===== src/rtl/mtc_sl_receiver.sv =====
// MTC2SL receiver: per-channel FIFOs for incoming MTC words, merged round-robin onto one ready/valid stream.
// Optional procflags statistics (cnt_pass/cnt_below/cnt_other) are built when MTC_RX_FLAG_CNT_EN is defined.
module mtc_sl_receiver #(
  parameter int N_MTC                    = 3,
  parameter int FIFO_DEPTH               = 8,
  parameter int CNT_WIDTH                = 16,
  parameter int MTC2SL_LEN               = 32,
  parameter int MTC2SL_MDT_PROCFLAGS_MSB = 23,
  parameter int MTC2SL_MDT_PROCFLAGS_LSB = 20,
  localparam int CH_W = (N_MTC > 1) ? $clog2(N_MTC) : 1
) (
  input  logic                  clock,
  input  logic                  rst,
  input  logic [MTC2SL_LEN-1:0] mtc [N_MTC],
  output logic [MTC2SL_LEN-2:0] out_data,
  output logic [CH_W-1:0]       out_ch,
  output logic [3:0]            out_procflags,
  output logic                  out_valid,
  input  logic                  out_ready,
  output logic [N_MTC-1:0]      ovf_sticky,
  output logic [CNT_WIDTH-1:0]  drop_cnt
`ifdef MTC_RX_FLAG_CNT_EN
  ,
  output logic [CNT_WIDTH-1:0]  cnt_pass,
  output logic [CNT_WIDTH-1:0]  cnt_below,
  output logic [CNT_WIDTH-1:0]  cnt_other
`endif
);

  localparam int PKT_W = MTC2SL_LEN - 1;
  localparam int AW    = $clog2(FIFO_DEPTH);
  localparam logic [AW:0]     DEPTH_C = FIFO_DEPTH[AW:0];
  localparam logic [CH_W-1:0] LAST_CH = CH_W'(N_MTC - 1);

  logic [PKT_W-1:0] mem    [N_MTC][FIFO_DEPTH];
  logic [AW-1:0]    wr_ptr [N_MTC];
  logic [AW-1:0]    rd_ptr [N_MTC];
  logic [AW:0]      count  [N_MTC];

  logic [N_MTC-1:0] nonempty, full, push, pop, drop;
  logic             load, grant_valid;
  logic [CH_W-1:0]  grant, rr, rr_next;
  logic [PKT_W-1:0] head;
  logic [3:0]       head_flags;
  logic [CNT_WIDTH:0] drop_sum;
  int               cand;

  // Output handshake: a word moves downstream on any edge where out_valid & out_ready;
  // the register reloads when empty or on that transfer, and holds every field otherwise.
  assign load = !out_valid || out_ready;

  always_comb begin
    nonempty = '0;
    full     = '0;
    for (int i = 0; i < N_MTC; i++) begin
      nonempty[i] = (count[i] != '0);
      full[i]     = (count[i] == DEPTH_C);
    end
  end

  // Scan from rr downwards-priority: the last hit in a descending scan is the first after rr.
  always_comb begin
    grant_valid = 1'b0;
    grant       = '0;
    cand        = 0;
    for (int k = N_MTC - 1; k >= 0; k--) begin
      cand = int'(rr) + k;
      if (cand >= N_MTC) cand = cand - N_MTC;
      if (nonempty[cand]) begin
        grant_valid = 1'b1;
        grant       = CH_W'(cand);
      end
    end
  end

  assign rr_next = (grant == LAST_CH) ? '0 : grant + 1'b1;

  always_comb begin
    head = '0;
    for (int i = 0; i < N_MTC; i++) begin
      if (grant == CH_W'(i)) head = mem[i][rd_ptr[i]];
    end
  end

  assign head_flags = head[MTC2SL_MDT_PROCFLAGS_MSB:MTC2SL_MDT_PROCFLAGS_LSB];

  // A full FIFO still accepts a write when it is popped on the same edge.
  always_comb begin
    push     = '0;
    pop      = '0;
    drop     = '0;
    drop_sum = {1'b0, drop_cnt};
    for (int i = 0; i < N_MTC; i++) begin
      pop[i]   = load && grant_valid && (grant == CH_W'(i));
      push[i]  = mtc[i][MTC2SL_LEN-1] && (!full[i] || pop[i]);
      drop[i]  = mtc[i][MTC2SL_LEN-1] && full[i] && !pop[i];
      drop_sum = drop_sum + {{CNT_WIDTH{1'b0}}, drop[i]};
    end
  end

  always_ff @(posedge clock) begin
    for (int i = 0; i < N_MTC; i++) begin
      if (push[i]) mem[i][wr_ptr[i]] <= mtc[i][PKT_W-1:0];
    end
  end

  always_ff @(posedge clock or posedge rst) begin
    if (rst) begin
      for (int i = 0; i < N_MTC; i++) begin
        wr_ptr[i] <= '0;
        rd_ptr[i] <= '0;
        count[i]  <= '0;
      end
    end else begin
      for (int i = 0; i < N_MTC; i++) begin
        if (push[i]) wr_ptr[i] <= wr_ptr[i] + 1'b1;
        if (pop[i])  rd_ptr[i] <= rd_ptr[i] + 1'b1;
        if (push[i] && !pop[i])      count[i] <= count[i] + 1'b1;
        else if (pop[i] && !push[i]) count[i] <= count[i] - 1'b1;
      end
    end
  end

  always_ff @(posedge clock or posedge rst) begin
    if (rst) begin
      out_valid     <= 1'b0;
      out_data      <= '0;
      out_ch        <= '0;
      out_procflags <= '0;
      rr            <= '0;
      ovf_sticky    <= '0;
      drop_cnt      <= '0;
    end else begin
      if (load) begin
        out_valid <= grant_valid;
        if (grant_valid) begin
          out_data      <= head;
          out_ch        <= grant;
          out_procflags <= head_flags;
          rr            <= rr_next;
        end
      end
      ovf_sticky <= ovf_sticky | drop;
      drop_cnt   <= drop_sum[CNT_WIDTH] ? '1 : drop_sum[CNT_WIDTH-1:0];
    end
  end

`ifdef MTC_RX_FLAG_CNT_EN
  // Counted when a word enters the output register, not when it leaves.
  always_ff @(posedge clock or posedge rst) begin
    if (rst) begin
      cnt_pass  <= '0;
      cnt_below <= '0;
      cnt_other <= '0;
    end else if (load && grant_valid) begin
      if (head_flags == 4'h1) begin
        if (cnt_pass != '1) cnt_pass <= cnt_pass + 1'b1;
      end else if (head_flags == 4'h2) begin
        if (cnt_below != '1) cnt_below <= cnt_below + 1'b1;
      end else if (head_flags != 4'h0) begin
        if (cnt_other != '1) cnt_other <= cnt_other + 1'b1;
      end
    end
  end
`endif

endmodule


===== config.mk =====
export PLATFORM = sky130hd
export DESIGN_NAME = mtc_sl_receiver
export DESIGN_NICKNAME = d
export VERILOG_FILES = /design/src/rtl/mtc_sl_receiver.sv
export SDC_FILE = /design/constraint.sdc
export NUM_CORES = 1
export LEC_CHECK = 0
export CAP_MARGIN = 15
export CORE_ASPECT_RATIO = 1.2
export CORE_MARGIN = 5
export CORE_UTILIZATION = 55
export DETAILED_ROUTE_END_ITERATION = 12
export PLACE_DENSITY = 0.82
export SYNTH_ARGS = -nofsm -noshare
export SYNTH_HDL_FRONTEND = slang
export SYNTH_SLANG_ARGS = --single-unit

===== constraint.sdc =====
create_clock -name clock -period 8.57 [get_ports clock]
set_clock_uncertainty 0.2 [all_clocks]
set_input_delay 2.1425 -clock clock [delete_from_list [all_inputs] [get_ports clock]]
set_output_delay 2.1425 -clock clock [all_outputs]
set_load 0.005 [all_outputs]

* Word-level counts from Yosys, hierarchy flattened
Memory sizes are Yosys's and may differ from the RTL's.
Cells that the tools add are included.
** Word-level totals
- Register bits after elaboration :: 89
- Memory bits (writable) :: 744
- Input port bits :: 99
- Output and inout port bits :: 57
- Logic and storage cells :: 159
- Memories kept :: 1
** Memory list
- mem :: depth 3, width 248, rd ports 3, clocked after Yosys merged registers in 0, write ports 3, line 35 : logic [PKT_W-1:0] mem [N_MTC][FIFO_DEPTH];
** Cells by class
- $add $sub $neg :: 21
- Magnitude comparators :: 15
- Equality and inequality tests :: 5
- Mux-type cells :: 50
- Bitwise logic cells :: 7
- Reductions and logical operators :: 44
** Operator list (number)
- $mux 248 :: 3
- $mux 31 :: 12
- $bmux 31 s3 :: 3
- $demux 31 s3 :: 3
- $lt 32x4->1 const B :: 3
- $mux 32 :: 3
- $add 17x1->17 :: 2
- $ge 4x4->1 const B :: 6
- $mux 4 :: 6
- $not 3->4 :: 6
- $logic_and 1x1->1 :: 22
- $add 3x1->3 const B :: 6
- $add 16x1->17 :: 1
- $mux 16 :: 1
- $add 4x1->4 const B :: 3
- $eq 4x4->1 const B :: 3
- $lt 4x1->1 const B :: 3
- $mux 1 :: 12
- $reduce_bool 4->1 :: 3
- $sub 4x1->4 const B :: 3
- $logic_not 1->1 :: 10
- $mux 2 :: 4
- $sub 3x2->4 const B :: 2
- $bmux 1 s2 :: 3
- other kinds (13) :: 19

* Longest topological paths before layout
- Depth after elaboration :: 17
- Depth in mapped cells :: 19
- Gate-level depth less buffers :: 17

* Worst setup path before layout
OpenSTA, ideal clock, no wires.
- Path type :: input -> register
- Start point :: input port out_ready
- End point :: memory mem[0][100] in the netlist's numbering, enable pin
- Arrival :: 6.241 ns
- Required time :: 7.861 ns
- Path slack :: 1.620 ns
- Stages :: 5
- Path buffers :: 1
- Cells stage by stage :: nor2b_1 -> clkbuf_1 -> a2111oi_4 -> o21ai_4 -> nor4b_1
** RTL lines
- start, declared :: line 19 : input logic out_ready,
- end, declared :: line 35

* Worst setup path after layout
- Start point :: input port out_ready
- End point :: register drop_cnt[8]
** On the way
- Longest elaborated chain between the ends :: 9
- Elaborated cells on any way between the ends :: 15
- Classes of those cells :: add/sub: 3; mux: 1; reduce/logical: 11
** Ends and longest elaborated chain
- $logic_or 1x1->1 (*) :: line 50 : assign load = !out_valid || out_ready;
- $logic_and 1x1->1 (*) :: line 94 : pop[i] = load && grant_valid && (grant == CH_W'(i));
- $logic_and 1x1->1 :: line 94
- $logic_not 1->1 :: line 96 : drop[i] = mtc[i][MTC2SL_LEN-1] && full[i] && !pop[i];
- $logic_and 1x1->1 :: line 96
- $add 16x1->17 :: line 97 : drop_sum = drop_sum + {{CNT_WIDTH{1'b0}}, drop[i]};
- $add 17x1->17 :: line 97
- $add 17x1->17 (*) :: line 97
- $mux 16 (*) :: line 144 : drop_cnt <= drop_sum[CNT_WIDTH] ? '1 : drop_sum[CNT_WIDTH-1:0];
- end signal, assigned :: line 144
- end, declared :: line 21 : output logic [CNT_WIDTH-1:0] drop_cnt
Every way passes the cells marked *; elsewhere a longest branch is shown, timed or not.
A chain may end at the register's enable or synchronous reset.

==> results.md <==
* Status: finished, final reports clean
* Filler cells at 3753
* Largest net degree at the start of global routing at 66
* WHS Path Cells at 1
* CP max stage delay at 0.63 ns
* Ys flop type: edfxtp_1
* Maximum VDD drop at 0.271 mV
* Mean Syn Cell Area at 20.7 um^2
* Fin nets at 1875
* Mux contribution to synthesized area at 0.164
* Top achievable clock speed at 0.173 GHz
* Post_cts resized at 0
* Vias at 16130
* Die Area at 64000 um^2
* Hpwl dp at 41600 um
* Core Region at 58500 um^2
* First-pass GRT wire length at 110000 um
* Clock root cell: clkbuf_16
* Crit end category: flop
* Synth cell types at 54
* Initial Util at 0.555
* Sequential area share after synthesis at 0.753
* Worst slew margin at 0.360
* Die X at 232 um
* Ports at 156
* Post-Synth Adder-Cell Area at 0.0108
* Simple-gate area share of the yosys netlist at 0.0222
* Die Ht at 276 um
* Design area at 37500 um^2
* Final hold viol count at 0
* Count of yosys warnings during synthesis at 0
* FF-to-FF path depth at 14
* Tmin final at 5.77 ns
* Final period util at 0.673
* H-tree depth at 3
* Worst Setup Start Kind: primary input
* Fin Setup TNS at 0 ns
* P per Cell Area at 350 nW/um^2
* Mapped Cells at 1567
* Routed vias/inst at 6.18
* Share of flip-flops with an asynchronous set or reset at 0.103
* Initial antenna violation count at 11
* DRT Wirelength at 73100 um
* Mapped Area at 32500 um^2
* Clk sinks at 829
* Gr usage total at 0.230
* Hold-fix buffers, CTS at 0
* Worst-path maximum fanout at 13
* IO buf count at 155
* Arrival time worst endpoint at 6.09 ns
* Critical path type: in -> reg
* Reg2Reg Setup Slack at 3.23 ns
* Number of global-route vias before repair at 16814
* Power consumption at 13.1 mW
* Post-CTS Setup Bufs at 0
* CP bufs+invs at 2
* CTS clk-pin slew, worst paths at 0.06 ns
* Wirelength per Cell at 28.0 um
* Drc violations at 0
* CP max-delay cell: nor2b_1
* Antenna Nets Post-Route at 0
* Clock Tree Buf Depth at 3
* Hold crit path type: reg -> reg
* Placed Area at 35200 um^2
* Num CTS Buffers at 74
* Worst-margin pin slew at 0.960 ns
* Clk_lat worst skew at 0.63 ns
* Area grow syn2layout at 15.5%
* Max Slew Vio Count at 0
* CTS tree: built
* Largest family of logic cells by synthesized area: multiplexers
* WP data required at 8.89 ns
* # rows at 97
* Crit-path leading delay family: simple AND/OR/NAND/NOR gates
* RSZ-0062 raised after global routing: false
* GR Overflow Total at 0
* Syn Nets at 1691
* DRT iter0 DRCs at 1761
* XOR/XNOR share of the synthesized area at 0.00863
* Critical path cell sequence: clkdlybuf4s50_1, nor2b_1, a2111oi_4, nor2_1, nand2_1, fa_1, inv_1, ha_1, fa_1, nand2_1, nor3_1, nand4_1, o21ai_0
* Endpoints failing setup at 0
* Routability cong. at 0.802
* Levels on crit path at 13
* Number of iterations in the first detailed-routing pass at 5
* Compound-cell area share of the yosys netlist at 0.0280
* Leakage at 12.4 nW
* Post-synth EDFFs at 744
* Flops & latches, synth at 829
* # Max-Cap Violations at 0
* Layout cells sized above 1 at 0.224
final cells by class:
cell class,count,area [um^2],area share
Timing Repair Buffer,192,1830,0.0488
Clock buffer,98,2010,0.0537
Antenna cell,7,17.5,0.000467
Clock inverter,37,324,0.00864
Multi-Input combinational cell,634,7770,0.207
Tap cell,792,991,0.0264
Inverter,20,77.6,0.00207
Sequential cell,829,24500,0.653
power by group:
| part | switching [mW] | leakage (nW) | internal, mW |
|---|---|---|---|
| logic | 2.34 | 3.47 | 1.93 |
| registers | 0.500 | 7.75 | 5.17 |
| clock network | 1.42 | 1.14 | 1.79 |
| total | 4.26 | 12.4 | 8.88 |
metrics by stage:
stage / utilization / worst slack, ns / instances / hold WS [ns]
CTS: 0.641 / 2.83 / 2602 / 0.263
global placement: 0.601 / 2.43 / 2467 / 0.243
global route: 0.641 / 2.45 / 2604 / 0.295
floorplan: - / 1.62 / 1567 / 0.251
detailed placement: 0.601 / 2.22 / 2467 / 0.247
finish: 0.641 / 2.80 / 2609 / 0.260
Yosys cell counts, types with 3 or more instances:
cell,n,area share
nor4_1,6,0.0012
mux2i_1,77,0.024
and2_1,3,0.00058
edfxtp_1,744,0.69
ha_1,20,0.0077
o21ai_0,9,0.0014
buf_1,16,0.0018
a31oi_1,6,0.0012
nor3_1,18,0.0028
o221ai_1,3,0.00081
clkbuf_1,49,0.0057
nand3_1,5,0.00077
nor2_1,50,0.0058
xnor2_1,22,0.0059
buf_2,14,0.0022
nand2_1,36,0.0042
buf_4,4,0.00092
nor4b_2,4,0.0018
mux2_2,29,0.010
fa_1,5,0.0031
a21oi_1,66,0.010
inv_1,20,0.0023
mux4_2,186,0.13
nand2b_1,6,0.0012
o211ai_1,4,0.00092
o21ai_4,3,0.0015
nand4_1,4,0.00077
xor2_1,10,0.0027
a21o_1,9,0.0021
o22ai_1,24,0.0046
dfrtp_1,85,0.065
flip-flops by register name, indices dropped and copies added (netlist names), 2 cells and up:
signal,count
drop_cnt,16
rr,2
wr_ptr,9
out_data,31
rd_ptr,9
count,12
ovf_sticky,3
out_ch,2
mem,744
per-layer routing:
layer,vias to the layer above,track usage,share of wire
met3,114,0.0496,0.087
met4,10,0.0727,0.027
met1,8420,0.302,0.36
met2,801,0.390,0.53
met5,-,0,0.00096
li1,6785,-,-
cell usage in the layout (no fill, tap or decap), drive strengths merged, types with 3 or more instances in the layout:
master | synthesis | final
mux2 | 32 | 32
clkinv | 0 | 27
nand2 | 36 | 36
xor2 | 10 | 10
edfxtp | 744 | 744
nand3 | 5 | 5
dfrtp | 85 | 85
ha | 20 | 20
a21oi | 66 | 66
o21ai | 14 | 14
xnor2 | 22 | 22
clkinvlp | 0 | 4
diode | 0 | 7
clkbuf | 49 | 98
a21o | 9 | 9
inv | 20 | 22
nor4b | 6 | 6
a31oi | 6 | 6
mux2i | 77 | 77
nand2b | 6 | 6
o211ai | 4 | 4
fa | 5 | 5
nor4 | 6 | 6
mux4 | 186 | 186
nor2 | 50 | 50
clkdlybuf4s50 | 0 | 155
buf | 35 | 37
bufinv | 0 | 4
and2 | 3 | 3
o221ai | 4 | 4
nor3 | 18 | 18
o22ai | 24 | 24
nand4 | 4 | 4
path summary, 6_finish.rpt:
kind / startpoint / to
max reg2reg: count[1] / drop_cnt[8]
max in group asynchronous: rst / rd_ptr[6]
min in group asynchronous: rst / drop_cnt[8]
min reg2reg: ovf_sticky[0] / ovf_sticky[0]
min: ovf_sticky[0] / ovf_sticky[0]
max: out_ready / drop_cnt[8]
worst reg2reg max path: stages, from the launching register on:
cell and delay (ns):
dfrtp_1 0.46, nor4_1 0.76, o221ai_1 0.22, o21ai_1 0.64
a2111oi_4 0.27, nor2_1 0.35, nand2_1 0.13, fa_1 0.48
inv_1 0.07, ha_1 0.19, fa_1 0.23, nand2_1 0.08
nor3_1 0.41, nand4_1 0.51, o21ai_0 0.24
kinds of logic (layout without fill, tap and decap cells):
logic type / Yosys count / after routing
flip-flops: 829 / 829
multiplexers: 295 / 295
AND/OR/NAND/NOR: 145 / 145
AO/OA/AOI/OAI: 137 / 137
buffers and inverters: 104 / 347
XOR/XNOR: 32 / 32
adder cells (fa/ha/maj): 25 / 25
other: 0 / 7
Power figures use the tool's default switching activity.
